**config.mk**
```make
export PLATFORM = sky130hd
export DESIGN_NAME = radix4_mac
export DESIGN_NICKNAME = d
export VERILOG_FILES = /design/src/rtl/radix4_mac.sv
export SDC_FILE = /design/constraint.sdc
export NUM_CORES = 1
export LEC_CHECK = 0
export BUFFER_PORTS_ARGS = -buffer_cell sky130_fd_sc_hd__buf_4
export CAP_MARGIN = 20
export CORE_UTILIZATION = 58
export CTS_CLUSTER_DIAMETER = 60
export DETAILED_ROUTE_END_ITERATION = 8
export PLACE_DENSITY = 0.85
export SETUP_SLACK_MARGIN = 0.3
export SYNTH_ARGS = -nofsm -noshare
export SYNTH_HDL_FRONTEND = slang
export SYNTH_SLANG_ARGS = --single-unit
```
**constraint.sdc**
```tcl
create_clock -name clk -period 4 [get_ports clk]
set_input_delay 0.2 -clock clk [delete_from_list [all_inputs] [get_ports clk]]
set_output_delay 0.2 -clock clk [all_outputs]
set_load 0.05 [all_outputs]
```
**src/rtl/radix4_mac.sv**
```systemverilog
// radix4_mac: sequential radix-4 multiply-accumulate, P = Q*D + R, one quotient digit per cycle.
// Optional RADIX4_MAC_CHECK_EN adds N input and registered match/mismatch outputs.
module radix4_mac #(
    parameter int QW = 10,
    parameter int DW = 6,
    parameter int RW = 8,
    parameter int PW = QW + DW + 1
) (
    input  logic              clk,
    input  logic              resetn,
    input  logic              start,
    input  logic [QW-1:0]     Q,
    input  logic [DW-1:0]     D,
    input  logic [RW-1:0]     R,
`ifdef RADIX4_MAC_CHECK_EN
    input  logic [QW+DW-1:0]  N,
    output logic              match,
    output logic              mismatch,
`endif
    output logic [PW-1:0]     P,
    output logic              busy,
    output logic              done
);
    localparam int NDIG = QW / 2;
    localparam int CW = $clog2(NDIG + 1);

    typedef enum logic [1:0] {IDLE, MUL, ADDR} state_t;

    state_t state, state_next;
    logic [QW-1:0] qreg;
    logic [DW-1:0] dreg;
    logic [RW-1:0] rreg;
    logic [PW-1:0] acc;
    logic [CW-1:0] cnt;
    logic [PW-1:0] d1, d2, d3, pp, sum;
    logic [1:0]    digit;
    logic          last;
`ifdef RADIX4_MAC_CHECK_EN
    logic [QW+DW-1:0] nreg;
`endif

    // Partial product picked from 0, D, 2D, 3D; no negative digits.
    assign digit = qreg[QW-1:QW-2];
    assign d1    = PW'(dreg);
    assign d2    = d1 << 1;
    assign d3    = d2 + d1;
    assign pp    = digit[1] ? (digit[0] ? d3 : d2) : (digit[0] ? d1 : '0);
    assign sum   = acc + PW'(rreg);
    assign last  = cnt == CW'(NDIG - 1);

    always_ff @(posedge clk) begin
        if (!resetn) state <= IDLE;
        else state <= state_next;
    end

    always_comb begin
        state_next = state;
        case (state)
            IDLE:    state_next = start ? MUL : IDLE;
            MUL:     state_next = last ? ADDR : MUL;
            ADDR:    state_next = IDLE;
            default: state_next = IDLE;
        endcase
    end

    always_ff @(posedge clk) begin
        if (!resetn) begin
            qreg <= '0;
            dreg <= '0;
            rreg <= '0;
            acc  <= '0;
            cnt  <= '0;
            P    <= '0;
            busy <= 1'b0;
            done <= 1'b0;
`ifdef RADIX4_MAC_CHECK_EN
            nreg     <= '0;
            match    <= 1'b0;
            mismatch <= 1'b0;
`endif
        end else begin
            done <= 1'b0;
            case (state)
                IDLE: if (start) begin
                    qreg <= Q;
                    dreg <= D;
                    rreg <= R;
                    acc  <= '0;
                    cnt  <= '0;
                    busy <= 1'b1;
`ifdef RADIX4_MAC_CHECK_EN
                    nreg     <= N;
                    match    <= 1'b0;
                    mismatch <= 1'b0;
`endif
                end
                MUL: begin
                    acc  <= (acc << 2) + pp;
                    qreg <= qreg << 2;
                    cnt  <= cnt + 1'b1;
                end
                ADDR: begin
                    P    <= sum;
                    busy <= 1'b0;
                    done <= 1'b1;
`ifdef RADIX4_MAC_CHECK_EN
                    match    <= sum == PW'(nreg);
                    mismatch <= sum != PW'(nreg);
`endif
                end
                default: ;
            endcase
        end
    end
endmodule

```
==> results.yml, run 1 <==
min_path:
  hp-class: "in2reg"
  holdPathStages: 3
route:
  dr.pass1.iters: 5
  dr_total_vias: 3047
  antenna_left: 0
  drc: 0
  vias_per_cell: 5.65
  wl_per_cell_microns: 14.3
  drt-initial-drc-count: 143
  routed_wl_microns: 7730
floorplan:
  ios: 46
  die_y_microns: 81.3
  dieArea_sq_um: 6610
  die_w_microns: 81.3
  initial_core_util_pct: 60.9
  rows: 28
  core_area_sq_um: 5990
cts:
  htree_levels: 3
  cts_sinks: 65
  cts_buffers: 9
  clk_latency_ns: 0.33
  root_buffer: "clkbuf_8"
  clkTransAtPathRegs_ns: 0.06
  cts_resized: 0
  cts_tree: "done"
  cts-hold-fix-buffers: 0
  cts_buffer_depth: 2
  cts_post_setup_buffers_inserted: 0
synthesis:
  synth-edff-count: 0
  yosysTopAreaCellShare_pct: 35.7
  synthTopCellsByCount: "nand2_1 (79), dfxtp_1 (65), o21ai_0 (25)"
  yosys_warnings: 0
  ys_types: 50
  synth.avg_cell_area_sq_um: 8.51
  synth_seq_cells: 65
  synth_fp_nets: 481
  synth_ff_type: "dfxtp_1"
  yosysMostFrequentCell: "nand2_1"
  yosysTopAreaCell: "dfxtp_1"
  async_reset_ff_share_pct: 0
  synth.cell_area_sq_um: 3650
  synthTopCellsByArea: "dfxtp_1 (36%), nand2_1 (8.1%), ha_1 (7.5%)"
  netlist_instances: 429
  synth-seq-area-share_pct: 35.7
timing:
  clock-skew-final_ns: 0.00759
  slew_violations: 0
  rsz0062_at_grt: "false"
  timing.final.crit_share_pct: 82.8
  fmax_ghz: 0.302
  finalSetupViolCount: 0
  relSlewSlack_pct: 32.2
  worstMarginPinSlew_ns: 1.02
  fin_crit_ns: 3.31
  whs_ns: 0.109
  hold_violations: 0
  fin_setup_tns_ns: 0
grt:
  grt_pass1_vias: 2931
  grt-ovfl-total: 0
  grt_pass1_wl_microns: 13100
  antenna_found_initial: 0
  grt_max_degree: 59
  grt_use_total_pct: 25.8
power_and_ir_drop:
  leakagePower_nw: 1.82
  vdd_drop_max_v: 0.000228
  power_density_nw_per_um2: 320
layout:
  final-seq-area_sq_um: 1300
  fillers: 476
  drive_gt1_share_pct: 15.7
  diodes: 0
  area_delta_synth_final_pct: 13.7
  utilization_pct: 69.3
  fin_nets: 513
  multi_input_area_sq_um: 2190
run_status:
  outcome: "finished clean"
critical_path:
  critPathKind: "reg2reg"
  cp_max_fo: 6
  r2r.worst_path.cells: 13
  cp.required_ns: 4.20
  crit_path_start_kind: "flip-flop"
  arrival_ns: 3.51
  crit_path_end_kind: "flip-flop"
placed_design:
  place.port_buffers: 45
  hpwl_microns: 5570
  gp_congestion: 0.916
run:
  max_cap_viol_count: 0
[through the flow]
| step | instance area [sq um] | setup WS, ns | std cells | power [mW] |
|---|---|---|---|---|
| final | 4150 | 0.688 | 539 | 1.33 |
| after global routing | 4150 | 0.349 | 539 | 1.39 |
| after CTS | 4150 | 0.687 | 539 | 1.34 |
| after detailed placement | 3980 | 0.712 | 525 | 0.860 |
| after global placement | 3980 | 0.872 | 525 | 0.850 |
| after floorplan | 3650 | 1.03 | 429 | 0.811 |
[routing by layer]
metal / vias up / global-route usage, % / wire [microns]
met5: - / 0 / 0
li1: 1545 / - / -
met2: 63 / 45.3 / 3930
met4: 0 / 8.39 / 71
met3: 11 / 7.87 / 363
met1: 1428 / 29.6 / 3370
[cells in the final DEF (no fill, tap or decap), drive strengths merged, types with 7 or more instances in the layout]
master / n
nand2: 80
dfxtp: 65
buf: 47
o21ai: 30
ha: 22
a21boi: 21
a21oi: 20
xnor2: 17
nor2b: 16
inv: 13
nor2: 11
clkbuf: 11
o211a: 10
xor2: 10
a22oi: 9
mux2i: 9
nand3: 8
a21o: 7
nand2b: 7
and2: 7
[cell families after synthesis]
kind of cell    share of synthesized area (%)
compound gates                           22.1
mux                                      3.09
simple gates                             19.0
xor+xnor                                 6.48
buf+inv                                  4.46
flops                                    35.7
fa+ha+maj                                9.19
[where the power goes]
group          internal, mW  switching (mW)  total (mW)
registers             0.669          0.0239       0.693
logic                0.0708          0.0818       0.153
clock network         0.249           0.232       0.481
total                 0.989           0.338        1.33
[path summary, 6_finish.rpt]
check	from	to	slack, ns
setup / recovery	dreg[1]	acc[10]	0.69
hold / removal	D[1]	dreg[1]	0.11
setup reg to reg	dreg[1]	acc[10]	0.69
hold reg to reg	P[0]	P[0]	0.47
[critical path, stage by stage, from the launching register on]
cell and delay, ns:
dfxtp_1 0.45, ha_1 0.23, fa_1 0.41, mux2_2 0.27, nand2_1 0.06, o21ai_0 0.08, ha_1 0.23, fa_1 0.40
a21oi_1 0.24, o21ai_1 0.13, a21oi_2 0.33, nor2_1 0.11, xnor2_1 0.15, o21ai_0 0.08
[area by class of cell]
| class | count | share of cell area (%) |
|---|---|---|
| clock inverters | 3 | 0.422 |
| inverters | 13 | 1.18 |
| well taps | 75 | 2.26 |
| repair buffers | 47 | 8.50 |
| clock buffers | 11 | 3.65 |
| multi-input cells | 325 | 52.7 |
| flip-flops and latches | 65 | 31.3 |
[sequential cells by signal, indices dropped and copies added (netlist names)]
name	flops
done	1
rreg	8
cnt	3
dreg	6
qreg	10
busy	1
acc	17
state	2
P	17
(Power assumes the default switching activity.)
==> run 2: changes to the inputs <==
==> constraint.sdc (replaced) <==
create_clock -name clk -period 3.5 [get_ports clk]
set_input_delay 0.175 -clock clk [delete_from_list [all_inputs] [get_ports clk]]
set_output_delay 0.175 -clock clk [all_outputs]
set_load 0.05 [all_outputs]
==> run 2 against run 1 <==
Cell count rose by 1.1%. Non-clock buffer count increased by 5. Core utilization up 2.7 points. Power rose by 30%. Setup slack got worse by 0.28 ns. Critical path depth increased by 4. Routed wire length grew 11%. First-iteration DRC count rose by 22%. Critical endpoint is now acc[14]. Largest power group unchanged.
==> results.yml, run 2 (same netlist as run 1, synthesis figures left out) <==
layout:
  final-seq-area_sq_um: 1310
  utilization_pct: 72.0
  multi_input_area_sq_um: 2240
  fin_nets: 518
  area_delta_synth_final_pct: 18.2
  final_common_cell: "nand2_1"
  reg.largest.list: "P x17, acc x17, qreg x10"
  drive_gt1_share_pct: 19.1
  fillers: 445
  diodes: 0
  final_cell_mix: "nand2_1 (79), dfxtp_1 (62), buf_4 (51), o21ai_0 (22), ha_1 (21)"
cts:
  cts_buffer_depth: 2
  cts_tree: "done"
  root_buffer: "clkbuf_8"
  cts_sinks: 65
  cts-hold-fix-buffers: 0
  clkTransAtPathRegs_ns: 0.08
  clk_latency_ns: 0.36
  htree_levels: 3
  cts_buffers: 9
critical_path:
  critPathKind: "reg2reg"
  crit_path_end_kind: "flip-flop"
  arrival_ns: 3.31
  cp_max_fo: 6
  crit_path_start_kind: "flip-flop"
  cp.required_ns: 3.73
route:
  wl_per_cell_microns: 15.8
  routed_wl_microns: 8600
  drc: 0
  drt-initial-drc-count: 174
  antenna_left: 0
  vias_per_cell: 5.91
  dr_total_vias: 3220
  dr.pass1.iters: 5
power_and_ir_drop:
  power_density_nw_per_um2: 401
  finalPower_mw: 1.73
  vdd_drop_max_v: 0.000265
  leakagePower_nw: 1.89
timing:
  clock-skew-final_ns: 0.0115
  timing.final.crit_share_pct: 88.2
  whs_ns: 0.0602
  fmax_ghz: 0.324
  hold_violations: 0
  finalSetupViolCount: 0
  fin_crit_ns: 3.09
  relSlewSlack_pct: 31.4
  fin_setup_tns_ns: 0
  worstMarginPinSlew_ns: 1.02
  rsz0062_at_grt: "true"
  worst_slack_ns: 0.412
  slew_violations: 0
placed_design:
  gp_congestion: 0.909
  hpwl_microns: 5570
  place.port_buffers: 45
  post-place-ws_ns: 0.212
floorplan:
  rows: 28
  dieArea_sq_um: 6610
  die_y_microns: 81.3
  die_w_microns: 81.3
  core_area_sq_um: 5990
  ios: 46
  initial_core_util_pct: 60.9
grt:
  grt_use_total_pct: 27.4
  grt_pass1_vias: 3013
  antenna_found_initial: 0
  grt_pass1_wl_microns: 13800
  grt_max_degree: 59
  grt-ovfl-total: 0
run:
  max_cap_viol_count: 0
run_status:
  outcome: "finished clean"
min_path:
  hp-class: "in2reg"
[run 2: worst paths after layout]
check | start | depth (start not counted) | endpoint | slack, ns
max | dreg[1] | 17 | acc[14] | 0.41
min | D[1] | 3 | dreg[1] | 0.06
max reg2reg | dreg[1] | 17 | acc[14] | 0.41
min reg2reg | P[0] | 2 | P[0] | 0.46
[run 2: what timing repair did]
item,4_1_cts,5_1_grt
resized for setup,6,13
endpoints found under the hold margin,0,0
gates cloned,0,0
setup buffers,1,3
setup endpoints to repair,8,10
pin swaps,3,7
[run 2: critical path, cell delays in order, from the launching register on]
cell	delay [ns]
dfxtp_4	0.38
buf_4	0.14
fa_2	0.39
a21o_1	0.18
a21oi_2	0.16
xnor2_1	0.13
nand2_1	0.07
o211ai_1	0.11
o21ai_1	0.10
ha_1	0.34
buf_4	0.14
nand2_1	0.08
o21ai_2	0.14
a21oi_2	0.07
buf_6	0.14
nor3b_4	0.18
xnor2_1	0.14
o21ai_1	0.08
[run 2: area by class of cell]
class                           count  share of cell area (%)
Tap cell                           75                    2.18
Clock buffer                       13                    3.92
Inverter                           13                    1.13
Sequential cell                    65                    30.3
Multi-Input combinational cell    325                    51.9
Clock inverter                      2                    1.39
Timing Repair Buffer               52                    9.14
[run 2: report_power, final]
part	internal [mW]	leakage [nW]	switching, mW	total [mW]
Clock	0.456	0.116	0.291	0.747
Sequential	0.764	0.530	0.0286	0.793
Combinational	0.0865	1.25	0.101	0.188
Total	1.31	1.89	0.421	1.73
[run 2: metrics by stage]
stage / std cells / cell area (sq um)
after CTS: 542 / 4240
after global placement: 526 / 3990
after detailed placement: 526 / 3990
after floorplan: 429 / 3650
after global routing: 545 / 4310
final: 545 / 4310
[run 2: layer usage]
metal  share of wire, %  vias to the layer above  global-route usage, %
li1                   -                     1568                      -
met2                 50                      100                   47.1
met1                 42                     1528                   33.1
met4                2.8                        0                   13.8
met3                4.7                       24                   4.04
met5                  0                        -                      0
==> run 3: changes to the inputs <==
--- a/config.mk
+++ b/config.mk
@@ -7,6 +7,7 @@
 export LEC_CHECK = 0
 export BUFFER_PORTS_ARGS = -buffer_cell sky130_fd_sc_hd__buf_4
 export CAP_MARGIN = 20
+export CORE_MARGIN = 4
 export CORE_UTILIZATION = 58
 export CTS_CLUSTER_DIAMETER = 60
 export DETAILED_ROUTE_END_ITERATION = 8
==> run 3 against run 2 <==
Clock power decreased by 7.6%. Die area increased by 15%. Register-to-register slack improved by 0.04 ns. Design area decreased by 0.99%. Power decreased by 3.9%. Routed wire length decreased by 9.4%. Clock-buffer cell count decreased by 3. Core utilization decreased by 1.1 points. Largest cell class unchanged.
==> results.yml, run 3 (same netlist as run 1, synthesis figures left out) <==
run_status:
  outcome: "finished clean"
placed_design:
  gp_congestion: 0.890
  post-place-ws_ns: 0.223
  dp.cells: 526
  hpwl_microns: 5330
  place.port_buffers: 45
timing:
  fin_setup_tns_ns: 0
  worstMarginPinSlew_ns: 0.929
  hold_violations: 0
  clock-skew-final_ns: 0.00740
  fmax_ghz: 0.329
  relSlewSlack_pct: 37.8
  rsz0062_at_grt: "true"
  worst_slack_ns: 0.456
  whs_ns: 0.0615
  finalSetupViolCount: 0
  slew_violations: 0
  fin_crit_ns: 3.04
  timing.final.crit_share_pct: 87.0
floorplan:
  ios: 46
  initial_core_util_pct: 60.6
  rows: 28
  die_w_microns: 87.3
  dieArea_sq_um: 7630
  core_area_sq_um: 6030
  die_y_microns: 87.3
route:
  wl_per_cell_microns: 14.3
  antenna_left: 0
  drt-initial-drc-count: 150
  dr_total_vias: 3088
  dr.pass1.iters: 4
  routed_wl_microns: 7790
  drc: 0
  vias_per_cell: 5.68
critical_path:
  critPathKind: "reg2reg"
  worst_path_max_delay_cell: "dfxtp_4"
  r2r_slack_ns: 0.46
  r2r.worst_path.cells: 15
  crit_end: "acc[15]"
  critPathMaxStageDelay_ns: 0.38
  r2r-start: "dreg[1]"
  cp.required_ns: 3.73
  cp_max_fo: 6
  r2r_end: "acc[15]"
  crit_path_end_kind: "flip-flop"
  arrival_ns: 3.27
  crit_path_start: "dreg[1]"
  crit_path_start_kind: "flip-flop"
  crit_chain: "ha_4 -> fa_2 -> a21o_1 -> a21oi_2 -> xnor2_1 -> nand2_1 -> o211ai_1 -> o21ai_1 -> ha_1 -> a21o_1 -> a21oi_2 -> o221ai_2 -> nand4_1 -> xor2_1 -> o21ai_1"
layout:
  fin_nets: 516
  drive_gt1_share_pct: 19.0
  diodes: 0
  final_cell_mix: "nand2_1 (79), dfxtp_1 (62), buf_4 (50), ha_1 (21), o21ai_0 (20)"
  reg.largest.list: "P x17, acc x17, qreg x10"
  final_common_cell: "nand2_1"
  area_delta_synth_final_pct: 17.0
  fin_cells: 544
run:
  max_cap_viol_count: 0
grt:
  grtUsageMet3_pct: 3.50
  antenna_found_initial: 0
  grt-ovfl-total: 0
  globalRouteMet2Util_pct: 36.2
  grt_pass1_vias: 2955
  grt_pass1_wl_microns: 13200
  grt_max_degree: 59
  gr-max-usage-layer: "met2"
  grt_use_total_pct: 21.5
  use_met1_pct: 27.3
cts:
  cts_tree: "done"
  root_buffer: "clkbuf_8"
  cts_buffer_depth: 2
  cts_sinks: 65
  htree_levels: 3
  cts_buffers: 9
  clkTransAtPathRegs_ns: 0.07
  clk_latency_ns: 0.35
power_and_ir_drop:
  clockPowerShare_pct: 41.5
  internal_power_mw: 1.25
  p_comb_share_pct: 10.8
  p_sw_share_pct: 25.0
  share_seq_of_total_power_pct: 47.7
  power_density_nw_per_um2: 389
  finalPower_mw: 1.66
  p_sw_uw: 415
  leakagePower_nw: 1.85
  vdd_drop_max_v: 0.000350
min_path:
  hp-class: "in2reg"
-- run 3: power by group through the flow --
stage | Sequential, mW | Combinational, mW | Clock (mW)
floorplan | 0.798 | 0.128 | 0
global placement | 0.805 | 0.166 | 0
detailed placement | 0.807 | 0.172 | 0
CTS | 0.790 | 0.177 | 0.698
global route | 0.796 | 0.200 | 0.728
finish | 0.792 | 0.179 | 0.690
-- run 3: layer usage --
metal | routed length (microns) | up-vias
met2 | 3720 | 68
met3 | 322 | 16
li1 | - | 1563
met4 | 159 | 0
met1 | 3590 | 1441
met5 | 0 | -
-- run 3: area by class of cell --
cell class,instances,area (sq um)
Multi-Input combinational cell,325,2230
Clock inverter,6,82.6
Clock buffer,10,128
Inverter,13,48.8
Fill cell,455,1760
Timing Repair Buffer,50,375
Tap cell,75,93.8
Sequential cell,65,1310
-- run 3: what timing repair did --
item	CTS	global route
buffers inserted	1	1
pin swaps	2	8
resized for setup	4	16
hold endpoints to repair	0	0
setup endpoints to repair	8	10
hold buffers	0	0
-- run 3: per-stage QoR --
stage                     area (sq um)  util, %
final                             4270     70.9
after global routing              4270     70.9
after CTS                         4230     70.2
after detailed placement          3990     66.2
after global placement            3990     66.2
after floorplan                   3650        -
-- run 3: how the worst min path moves through the flow --
| stage | depth (start not counted) | to | startpoint | slack [ns] |
|---|---|---|---|---|
| global route | 3 | dreg[5] | D[5] | 0.1 |
| detailed placement | 3 | dreg[1] | D[1] | 0.44 |
| finish | 3 | dreg[1] | D[1] | 0.06 |
| CTS | 3 | dreg[1] | D[1] | 0.07 |
| floorplan | 2 | dreg[1] | D[1] | 0.31 |
| global placement | 3 | qreg[1] | Q[1] | 0.43 |
-- run 3: critical path, delay by kind of cell (launching register included) --
family / cells / cell delay [ns]
AOI/OAI and AO/OA: 8 / 1.19
adders and majority gates: 3 / 0.86
DFF: 1 / 0.38
xor gates and xnor gates: 2 / 0.30
and+or+nand+nor: 2 / 0.20
